## config.mk

```make
export PLATFORM = sky130hd
export DESIGN_NAME = vga_fb_arbiter
export DESIGN_NICKNAME = d
export VERILOG_FILES = /design/src/rtl/vga_fb_arbiter.sv
export SDC_FILE = /design/constraint.sdc
export NUM_CORES = 1
export LEC_CHECK = 0
export BUFFER_PORTS_ARGS = -buffer_cell sky130_fd_sc_hd__buf_2
export CAP_MARGIN = 20
export CORE_ASPECT_RATIO = 1.4
export CORE_MARGIN = 5
export CORE_UTILIZATION = 62
export CTS_BUF_LIST = sky130_fd_sc_hd__clkbuf_8
export DETAILED_ROUTE_END_ITERATION = 10
export HOLD_SLACK_MARGIN = 0.02
export PLACE_DENSITY = 0.88
export SYNTH_ARGS = -nofsm -noshare
export SYNTH_HDL_FRONTEND = slang
export SYNTH_SLANG_ARGS = --single-unit
```

## constraint.sdc

```tcl
create_clock -name clk -period 4.8 [get_ports clk]
set_input_delay 0.96 -clock clk [delete_from_list [all_inputs] [get_ports clk]]
set_output_delay 0.96 -clock clk [all_outputs]
set_load 0.05 [all_outputs]
```

## src/rtl/vga_fb_arbiter.sv

```systemverilog
// rtl/vga_fb_arbiter.sv - frame-buffer RAM arbiter between VGA scan-out and a buffered host write port
module vga_fb_arbiter #(
  parameter int FB_W   = 160,
  parameter int FB_H   = 120,
  parameter int ADDR_W = 15,
  parameter int DATA_W = 9
) (
  input  logic              clk,
  input  logic              rst,
  input  logic [9:0]        h_count,
  input  logic [9:0]        v_count,
  input  logic              vblank_only,
  input  logic              wr_valid,
  output logic              wr_ready,
  input  logic [ADDR_W-1:0] wr_addr,
  input  logic [DATA_W-1:0] wr_data,
  output logic              wr_err,
  output logic              wr_idle,
  output logic              mem_en,
  output logic              mem_we,
  output logic [ADDR_W-1:0] mem_addr,
  output logic [DATA_W-1:0] mem_wdata,
  input  logic [DATA_W-1:0] mem_rdata,
  output logic              pix_valid,
  output logic [DATA_W-1:0] pix_data
);

  localparam int FB_SIZE = FB_W * FB_H;

  logic              visible;
  logic              disp_slot;
  logic              host_slot;
  logic              head_ok;
  logic              push;
  logic [ADDR_W-1:0] row_ext;
  logic [ADDR_W-1:0] disp_addr;

  logic [ADDR_W-1:0] fifo_addr [4];
  logic [DATA_W-1:0] fifo_data [4];
  logic [1:0]        wr_ptr;
  logic [1:0]        rd_ptr;
  logic [2:0]        level;

  logic              rd_d1;
  logic              vis_d1;
  logic              vis_d2;
  logic [DATA_W-1:0] pix_reg;

  // Slot decisions depend only on the current screen position, so line/frame wrap needs no state.
  assign visible   = (h_count < 10'd640) && (v_count < 10'd480);
  assign disp_slot = visible && (h_count[1:0] == 2'b00);

  // Row times 160 as (row<<7)+(row<<5); each frame-buffer pixel covers a 4x4 screen block.
  assign row_ext   = ADDR_W'(v_count[9:2]);
  assign disp_addr = (row_ext << 7) + (row_ext << 5) + ADDR_W'(h_count[9:2]);

  // The host only gets cycles the display does not claim; rst gates it so mem_we drops at once.
  assign host_slot = !rst && !disp_slot && (level != 3'd0) &&
                     (!vblank_only || (v_count >= 10'd480));
  assign head_ok   = fifo_addr[rd_ptr] < ADDR_W'(FB_SIZE);

  assign wr_ready  = (level != 3'd4);
  assign wr_idle   = (level == 3'd0);
  assign push      = wr_valid && wr_ready;

  // RAM port mux: display read, host write, or idle with all fields zeroed.
  always_comb begin
    mem_en    = 1'b0;
    mem_we    = 1'b0;
    mem_addr  = '0;
    mem_wdata = '0;
    wr_err    = 1'b0;
    if (!rst) begin
      if (disp_slot) begin
        mem_en   = 1'b1;
        mem_addr = disp_addr;
      end else if (host_slot) begin
        if (head_ok) begin
          mem_en    = 1'b1;
          mem_we    = 1'b1;
          mem_addr  = fifo_addr[rd_ptr];
          mem_wdata = fifo_data[rd_ptr];
        end else begin
          wr_err = 1'b1;
        end
      end
    end
  end

  // FIFO storage; contents are meaningless while level is zero, so no reset is needed.
  always_ff @(posedge clk) begin
    if (push) begin
      fifo_addr[wr_ptr] <= wr_addr;
      fifo_data[wr_ptr] <= wr_data;
    end
  end

  // FIFO pointers and fill level; a pushed entry becomes the head no earlier than the next cycle.
  always_ff @(posedge clk or posedge rst) begin
    if (rst) begin
      wr_ptr <= 2'd0;
      rd_ptr <= 2'd0;
      level  <= 3'd0;
    end else begin
      if (push)      wr_ptr <= wr_ptr + 2'd1;
      if (host_slot) rd_ptr <= rd_ptr + 2'd1;
      case ({push, host_slot})
        2'b10:   level <= level + 3'd1;
        2'b01:   level <= level - 3'd1;
        default: level <= level;
      endcase
    end
  end

  // Pixel pipeline: capture read data the cycle after the display read, and delay visible by two.
  always_ff @(posedge clk or posedge rst) begin
    if (rst) begin
      rd_d1   <= 1'b0;
      vis_d1  <= 1'b0;
      vis_d2  <= 1'b0;
      pix_reg <= '0;
    end else begin
      rd_d1  <= disp_slot;
      vis_d1 <= visible;
      vis_d2 <= vis_d1;
      if (rd_d1) pix_reg <= mem_rdata;
    end
  end

  assign pix_valid = vis_d2;
  assign pix_data  = vis_d2 ? pix_reg : '0;

endmodule

```

==> run summary, run 1 <==
The I/O pin total came out at 96. The cell with the largest stage delay on the worst path is sky130_fd_sc_hd__fa_1. The layout overhead on the synthesized area is 18.36%. The max-slew violation total from the final report came out at 0. The H-tree depth is 4.

The part of the Yosys area used for sequential elements is 64.58%. For the worst flop-to-flop path, the logic depth is 10. Entering global routing, the biggest net connects 25 pins. The area share of the leading cell type in the synthesized netlist is 55.44%. Summing over every cut layer, the via total after detailed routing is 3,046. The share of final-layout standard cells stronger than drive strength 1 came out at 40.50%. The wire length of the first global-routing pass came out at 15,320 um.

Grouping stages by cell kind, the critical path spends the most delay in adder cells. Counting flops with a built-in enable in the synthesized netlist gives 96. The most common library cell in the layout ignoring fill and taps is sky130_fd_sc_hd__edfxtp_1. The number of cells traversed by the worst hold path is 0. The final number of hold-violating endpoints is 0.

The total of buffers placed on input and output ports came out at 93. The number of nets still failing antenna checks after routing is 0. The worst ir drop on vdd came out at 0.3081 mV. By startpoint and endpoint, the worst setup path is classified as input pin to primary output.

The overall die height came out at 118.4 um. Clock-pin slew was measured on the worst setup and hold paths at 60 ps. In this run the worst path has a maximum fanout of 2. For hold timing, the worst endpoint is pix_valid. The data required time of the worst path is 3840 ps. The critical register-to-register path endpoint is level[2]. The finished cells cover 0.006155 mm^2.

The flow ran to the end, and the final reports show no timing, DRC or antenna violations. Post-CTS timing repair inserted 0 buffers for setup. At the pin with the least slew margin, the transition time is 754.2 ps.

The HPWL after detailed placement is 6869 um. The synthesized instance count came out at 319. The count of different cell masters after synthesis came out at 39. By area the synthesized netlist is led by sky130_fd_sc_hd__edfxtp_1 55%, sky130_fd_sc_hd__mux4_2 10%, sky130_fd_sc_hd__dfrtp_1 9.1%, sky130_fd_sc_hd__ha_1 4.8%, sky130_fd_sc_hd__mux2_2 1.9%. In this run the static leakage power is 2.557 nW. In the layout the commonest cells are 96 x sky130_fd_sc_hd__edfxtp_1, 93 x sky130_fd_sc_hd__buf_2, 30 x sky130_fd_sc_hd__inv_1, 24 x sky130_fd_sc_hd__mux4_2, 21 x sky130_fd_sc_hd__clkbuf_8.

Buffers inserted to repair hold after CTS numbered 0. The overall global routing resource usage came out at 20.09%. The share of flip-flops with an asynchronous set or reset is 16.52%. The violation count after the first detailed-route iteration is 171. In this run the mean area of a mapped cell was 16.30 um^2. The number of cells on the critical path came out at 11.

Setup violations remaining at the end of the flow were counted as 0. The horizontal extent of the die is 87.40 um. The critical path launch point type is an input pin. The root buffer cell is sky130_fd_sc_hd__clkbuf_8. The full die area is 0.01034 mm^2. The final antenna diode count is 0. The flop-to-flop setup slack came out at 2670 ps. The worst register-to-register path begins at level[0].

The power per cell area is 569.4 mW/mm^2. The reported max-cap violation count came out at 0. The clock latency of the later-clocked register in the worst-skew pair came out at 420 ps.

The buffering stage count on the worst path with inverters included came out at 4. The post-synthesis cell area came out at 0.005200 mm^2. The most used flip-flop cell after synthesis is sky130_fd_sc_hd__edfxtp_1. The clock period minus worst slack is 4238 ps. The relative max-transition margin came out at 49.67%. The worst setup path is captured at a primary output. The arrival time of data at the critical path endpoint came out at 3280 ps. After layout, the worst path uses 88.28% of the clock period. The iteration count of the initial detailed-routing pass came out at 5. In this run, synthesis produced a sequential element count of 115. The count of nets after finishing came out at 509. The total wirelength of the detailed-routed design is 9584 um. TritonCTS built the clock tree.

The number of nets in the synthesized netlist is 399. sky130_fd_sc_hd__edfxtp_1 takes more of the synthesized area than any other cell. The effective utilization at floorplan is 63.43%. The maximum buffer depth of the clock tree came out at 2. The maximum clock skew at final layout came out at 9.168 ps. The site row count is 39. Setup repair after global routing left no endpoint under its margin. The area after detailed placement came out at 0.005792 mm^2. The number of design rule violations left after detail routing is 0. The highest achievable clock rate came out at 0.2360 GHz. After detailed routing, the number of vias per cell comes to 5.599. The number of resized instances in the post-cts repair step is 0. The number of warnings printed during yosys synthesis came out at 0. The flip-flop count of the largest register, all copies and words added is 60. The setup total negative slack is 0 ps. The number of inserted filler cells in the final layout came out at 508. Summed over all layers, the global routing overflow is 0. The signal on the critical path passes through buf_2, inv_1, fa_1, inv_1, ha_1, a211oi_1, o21ai_1, a31oi_1, xnor2_1, a22o_1, buf_2.

The startpoint identified for the worst hold timing path is vis_d1. The path class of the tightest hold or removal check is register to register. After detailed routing, the average wire length per cell comes to 17.62 um.

The clock net in this run drives a total of 115 sinks. The core region area came out at 0.008198 mm^2. The number of antenna violations at the first check in global routing came out at 0. The last weighted congestion value of the routability-driven placer is 0.8497. In this design, the stage delay of the slowest critical-path cell is 600 ps. The via count of the first global-routing pass is 3,226. The number of buffers created by CTS came out at 17.
cells in the mapped netlist, types with 3 or more instances:
cell / instances
sky130_fd_sc_hd__a21oi_1: 5
sky130_fd_sc_hd__and2_1: 11
sky130_fd_sc_hd__and3_1: 4
sky130_fd_sc_hd__buf_2: 5
sky130_fd_sc_hd__buf_6: 3
sky130_fd_sc_hd__dfrtp_1: 19
sky130_fd_sc_hd__edfxtp_1: 96
sky130_fd_sc_hd__fa_1: 3
sky130_fd_sc_hd__ha_1: 20
sky130_fd_sc_hd__inv_1: 25
sky130_fd_sc_hd__mux2_2: 9
sky130_fd_sc_hd__mux4_2: 24
sky130_fd_sc_hd__nand2_1: 14
sky130_fd_sc_hd__nor2_1: 9
sky130_fd_sc_hd__nor2b_1: 12
sky130_fd_sc_hd__nor3_1: 4
sky130_fd_sc_hd__o21ai_0: 3
sky130_fd_sc_hd__o21ai_1: 5
sky130_fd_sc_hd__o21ai_2: 8
sky130_fd_sc_hd__o22ai_2: 4
sky130_fd_sc_hd__xnor2_1: 4
sky130_fd_sc_hd__xor2_1: 6
how the worst max path moves through the flow:
stage                         to  slack [ps]        from
finish              mem_addr[13]         560  h_count[9]
global route        mem_addr[13]         370  h_count[9]
CTS                 mem_addr[13]         550  h_count[9]
detailed placement  mem_addr[13]         560  h_count[9]
global placement    mem_addr[13]         610  h_count[9]
floorplan           mem_addr[14]         610  h_count[9]
power breakdown:
part           switching [W]  internal [W]
sequential          0.000105       0.00131
clock               0.000331      0.000449
combinational       0.000809      0.000497
total                0.00124       0.00226
stage by stage:
step	cells	util [%]	total power (W)	hold slack (ps)	setup WS, ps
after floorplan	319	-	0.002454	331.2	610.4
after global placement	512	70.65	0.002706	340.6	613.8
after detailed placement	512	70.65	0.002767	349.6	558.4
after CTS	544	75.08	0.003542	368.2	553.5
after global routing	544	75.08	0.003701	371.5	371.2
final	544	75.08	0.003504	367.3	562.4
routing by layer:
metal  part of all wire [%]  vias up  track usage (%)
met5                      0        -                0
met4                    1.5        0            8.445
met3                    7.4       13            5.358
met2                     55      105            35.99
met1                     36     1496            21.86
li1                       -     1432                -
logic make-up after synthesis:
family                     synth area share, %
and+or+nand+nor                          5.895
xor gates and xnor gates                 1.684
AOI/OAI and AO/OA                        6.039
DFF                                      64.58
muxes                                    12.54
adders and majority gates                5.967
buffers and inverters                    3.296
cell type report:
type / count / area, um^2 / area share (%)
inverters: 27 / 101.3 / 1.647
clock buffers: 21 / 289.0 / 4.696
well taps: 102 / 127.6 / 2.074
multi-input cells: 166 / 1670 / 27.14
flip-flops and latches: 115 / 3359 / 54.58
repair buffers: 102 / 533.0 / 8.660
clock inverters: 11 / 73.82 / 1.199
worst register-to-register path, cell delays in order, from the launching register on:
cell	delay (ps)
sky130_fd_sc_hd__dfrtp_1	410
sky130_fd_sc_hd__inv_1	120
sky130_fd_sc_hd__nand3_1	160
sky130_fd_sc_hd__and2_1	260
sky130_fd_sc_hd__inv_1	70
sky130_fd_sc_hd__ha_1	170
sky130_fd_sc_hd__inv_1	60
sky130_fd_sc_hd__fa_1	380
sky130_fd_sc_hd__xor2_1	150
sky130_fd_sc_hd__nor2_1	120
sky130_fd_sc_hd__xor2_1	160
No activity file was read; power rests on OpenSTA's default activity.
==> run 2: changes to the inputs <==
Settings changed: BUFFER_PORTS_ARGS -buffer_cell sky130_fd_sc_hd__buf_2 to unset, CORE_UTILIZATION 62 to 51, DONT_BUFFER_PORTS set to 1, PLACE_DENSITY 0.88 to 0.66.
==> run 2 against run 1 <==
  * Clock-buffer cell count down 4
  * Critical path depth down 2
  * Largest cell class unchanged
  * Combinational power is 7% lower
  * Via count is 11% lower
  * Setup slack improved by 110 ps
  * Cell count down 8.8%
  * First-iteration DRC count down 4.7%
  * Critical path type unchanged
==> run summary, run 2 (synthesized netlist as in run 1, its figures left out) <==
The routed wire length per instance came out at 18.72 um (was 17.62 um). The critical register-to-register path endpoint is level[2] (unchanged). The area after detailed placement came out at 0.005463 mm^2 (was 0.005792 mm^2). The number of hold-repair buffers added at the cts stage came out at 0 (unchanged). The violation count after the first detailed-route iteration is 163 (was 171). The most frequent cell on the critical path is sky130_fd_sc_hd__inv_1. The number of inserted filler cells in the final layout came out at 785 (was 508).

The total power after layout is 0.003455 W (was 0.003504 W). The site row count came out at 43 (was 39). The largest fanout on the critical path is 2 (unchanged). The CTS tree is done (unchanged). The maximum buffer depth of the clock tree is 2 (unchanged). The area taken by flip-flops and latches is 0.003359 mm^2 (unchanged). The number of buffers created by CTS is 17 (unchanged). The root buffer cell is sky130_fd_sc_hd__clkbuf_8 (unchanged). The core region area came out at 0.009953 mm^2 (was 0.008198 mm^2). The total vias in the final route is 2,725 (was 3,046). The transition time of the tightest slew-check pin is 934.0 ps (was 754.2 ps). The highest metal layer with signal wires was met4 (unchanged).

The wire length of the first global-routing pass was 14,680 um (was 15,320 um). The smallest setup slack after layout is 671.7 ps (was 562.4 ps). The count of nets after finishing is 428 (was 509). The H-tree depth is 4 (unchanged).

The flop-to-flop setup slack was 2130 ps (was 2670 ps). The number of setup buffers added after CTS is 0 (unchanged). The number of resized instances in the post-cts repair step came to 0 (unchanged). The final antenna diode count is 0 (unchanged). Commonest non-fill, non-tap cells in the layout: 96 x sky130_fd_sc_hd__edfxtp_1, 27 x sky130_fd_sc_hd__inv_1, 24 x sky130_fd_sc_hd__mux4_2, 21 x sky130_fd_sc_hd__buf_4, 20 x sky130_fd_sc_hd__ha_1 (was 96 x sky130_fd_sc_hd__edfxtp_1, 93 x sky130_fd_sc_hd__buf_2, 30 x sky130_fd_sc_hd__inv_1, 24 x sky130_fd_sc_hd__mux4_2, 21 x sky130_fd_sc_hd__clkbuf_8). The number of design rule violations left after detail routing is 0 (unchanged). The data required time of the worst path is 3840 ps (about the same). The flip-flop count of the largest register, all copies and words added is 60 (unchanged). The length of routed met3 wiring was 786 um (was 710 um). The iteration count of the initial detailed-routing pass is 5 (unchanged). The final number of hold-violating endpoints was 0 (unchanged). The arrival time of data at the critical path endpoint came to 3170 ps (was 3280 ps). The last weighted congestion value of the routability-driven placer came out at 0.6936 (was 0.8497). The number of antenna violations at the first check in global routing is 0 (unchanged). The setup total negative slack came out at 0 ps (unchanged).

The share of final-layout standard cells stronger than drive strength 1 came to 27.70% (was 40.50%). The pre-CTS worst setup slack is 644.8 ps (was 558.4 ps). The I/O pin total was 96 (unchanged). The reported max-cap violation count was 0 (unchanged). The number of clock sinks is 115 (unchanged).

The worst hold-check path type was register to register (unchanged). The effective utilization at floorplan came out at 52.24% (was 63.43%). The sum of met2 wire segment lengths after detailed routing came out at 5019 um (was 5294 um). The highest achievable clock rate came to 0.2422 GHz (was 0.2360 GHz). The number of cell instances on the worst register-to-register path is 10 (unchanged). The worst ir drop on vdd came out at 0.3362 mV (was 0.3081 mV). The overall die height is 129.5 um (was 118.4 um). The startpoint of the most critical hold path is vis_d1 (unchanged). The endpoint type of the worst setup path was a primary output (unchanged). The area of combinational cells with multiple inputs came out at 0.001675 mm^2 (was 0.001670 mm^2). The via count of the first global-routing pass is 3,051 (was 3,226).

The launch point of the worst reg-to-reg path is level[0] (unchanged). Worst path cell trace: inv_1, fa_1, inv_1, ha_1, a211oi_1, o21ai_1, a31oi_1, xnor2_1, a22o_1 (was buf_2, inv_1, fa_1, inv_1, ha_1, a211oi_1, o21ai_1, a31oi_1, xnor2_1, a22o_1, buf_2). The total grt overflow came to 0 (unchanged). The setup-violating endpoint count in the final report came to 0 (unchanged).

The horizontal extent of the die is 95.34 um (was 87.40 um). The total of buffers placed on input and output ports came to 0 (was 93). The power per cell area came out at 593.5 mW/mm^2 (was 569.4 mW/mm^2).

The beginning of the critical path is h_count[9] (unchanged). The final cell count without fillers is 496 (was 544). The critical path's largest stage delay is 590 ps (was 600 ps). The leakage power summed over all cells is 2.190 nW (was 2.557 nW).

The clock latency of the later-clocked register in the worst-skew pair came to 420 ps (about the same). The per-cell via count in the routed design is 5.494 (was 5.599). The number of nets still failing antenna checks after routing is 0 (unchanged). The max-slew violation total from the final report is 0 (unchanged). The capture point of the worst path is mem_addr[13] (unchanged). The layout overhead on the synthesized area came out at 11.96% (was 18.36%). Outcome: completed (unchanged).

The path type of the worst setup path is input pin to primary output (unchanged). The final worst-path cycle share came to 86.01% (was 88.28%). The maximum clock skew at final layout is 8.222 ps (was 9.168 ps). The clock period minus worst slack is 4128 ps (was 4238 ps). RSZ-0062 raised after global routing: no (unchanged). The maximum number of pins on one net before global-route repair came out at 25 (unchanged).

The most common library cell in the layout ignoring fill and taps is sky130_fd_sc_hd__edfxtp_1 (unchanged). The cell with the largest stage delay on the worst path is sky130_fd_sc_hd__fa_1 (unchanged). The critical path launch point type is an input pin (unchanged).

The sum of net half-perimeters after detailed placement is 6496 um (was 6869 um). The total wirelength of the detailed-routed design is 9283 um (was 9584 um). The clock input transition at the sequential cells of the worst setup and hold paths was 60 ps (about the same). The overall global routing resource usage is 16.51% (was 20.09%). The met1 layer wirelength in the final routing came to 3369 um (was 3438 um).

The full die area is 0.01234 mm^2 (was 0.01034 mm^2). The total instance count after detailed placement is 464 (was 512). The post-layout instance area is 0.005822 mm^2 (was 0.006155 mm^2). The relative max-transition margin is 37.51% (was 49.67%).
==> run 2: changes by cell type in the layout (fill, tap and decap cells not counted), sizes merged <==
cell,change
inv,-3
buf,-81
bufinv,+1
clkbuf,-4
clkinvlp,+2
clkinv,+4
==> run 2: metal layers <==
layer	track usage, %	up-vias
met1	17.10	1350
li1	-	1255
met2	29.15	109
met5	0	-
met3	7.317	11
met4	6.032	0
==> run 2: area by class of cell <==
| class | instances | area share [%] |
|---|---|---|
| clock buffers | 17 | 4.019 |
| clock inverters | 15 | 2.149 |
| inverters | 27 | 1.741 |
| multi-input cells | 166 | 28.78 |
| flip-flops and latches | 115 | 57.70 |
| well taps | 135 | 2.901 |
| repair buffers | 21 | 2.708 |
==> run 2: critical path: cells and delay by family <==
kind / cells / cell delay (ps)
AOI/OAI and AO/OA: 4 / 1090
adders and majority gates: 2 / 890
buffers and inverters: 2 / 90
xor gates and xnor gates: 1 / 140
==> run 2: worst min path at each step <==
stage                     end  depth (start not counted)
detailed placement  pix_valid                          0
global placement    pix_valid                          0
floorplan           pix_valid                          0
global route        pix_valid                          0
CTS                 pix_valid                          0
finish              pix_valid                          0
==> run 2: metrics by stage <==
stage | hold slack (ps) | util [%]
finish | 352.9 | 58.49
floorplan | 331.2 | -
detailed placement | 351.1 | 54.88
global placement | 340.8 | 54.88
global route | 361.5 | 58.49
CTS | 355.6 | 58.49
==> run 2: where the power goes <==
group	switching, W	internal, W
clock network	0.000348	0.000445
logic	0.000756	0.000464
registers	0.000129	0.00131
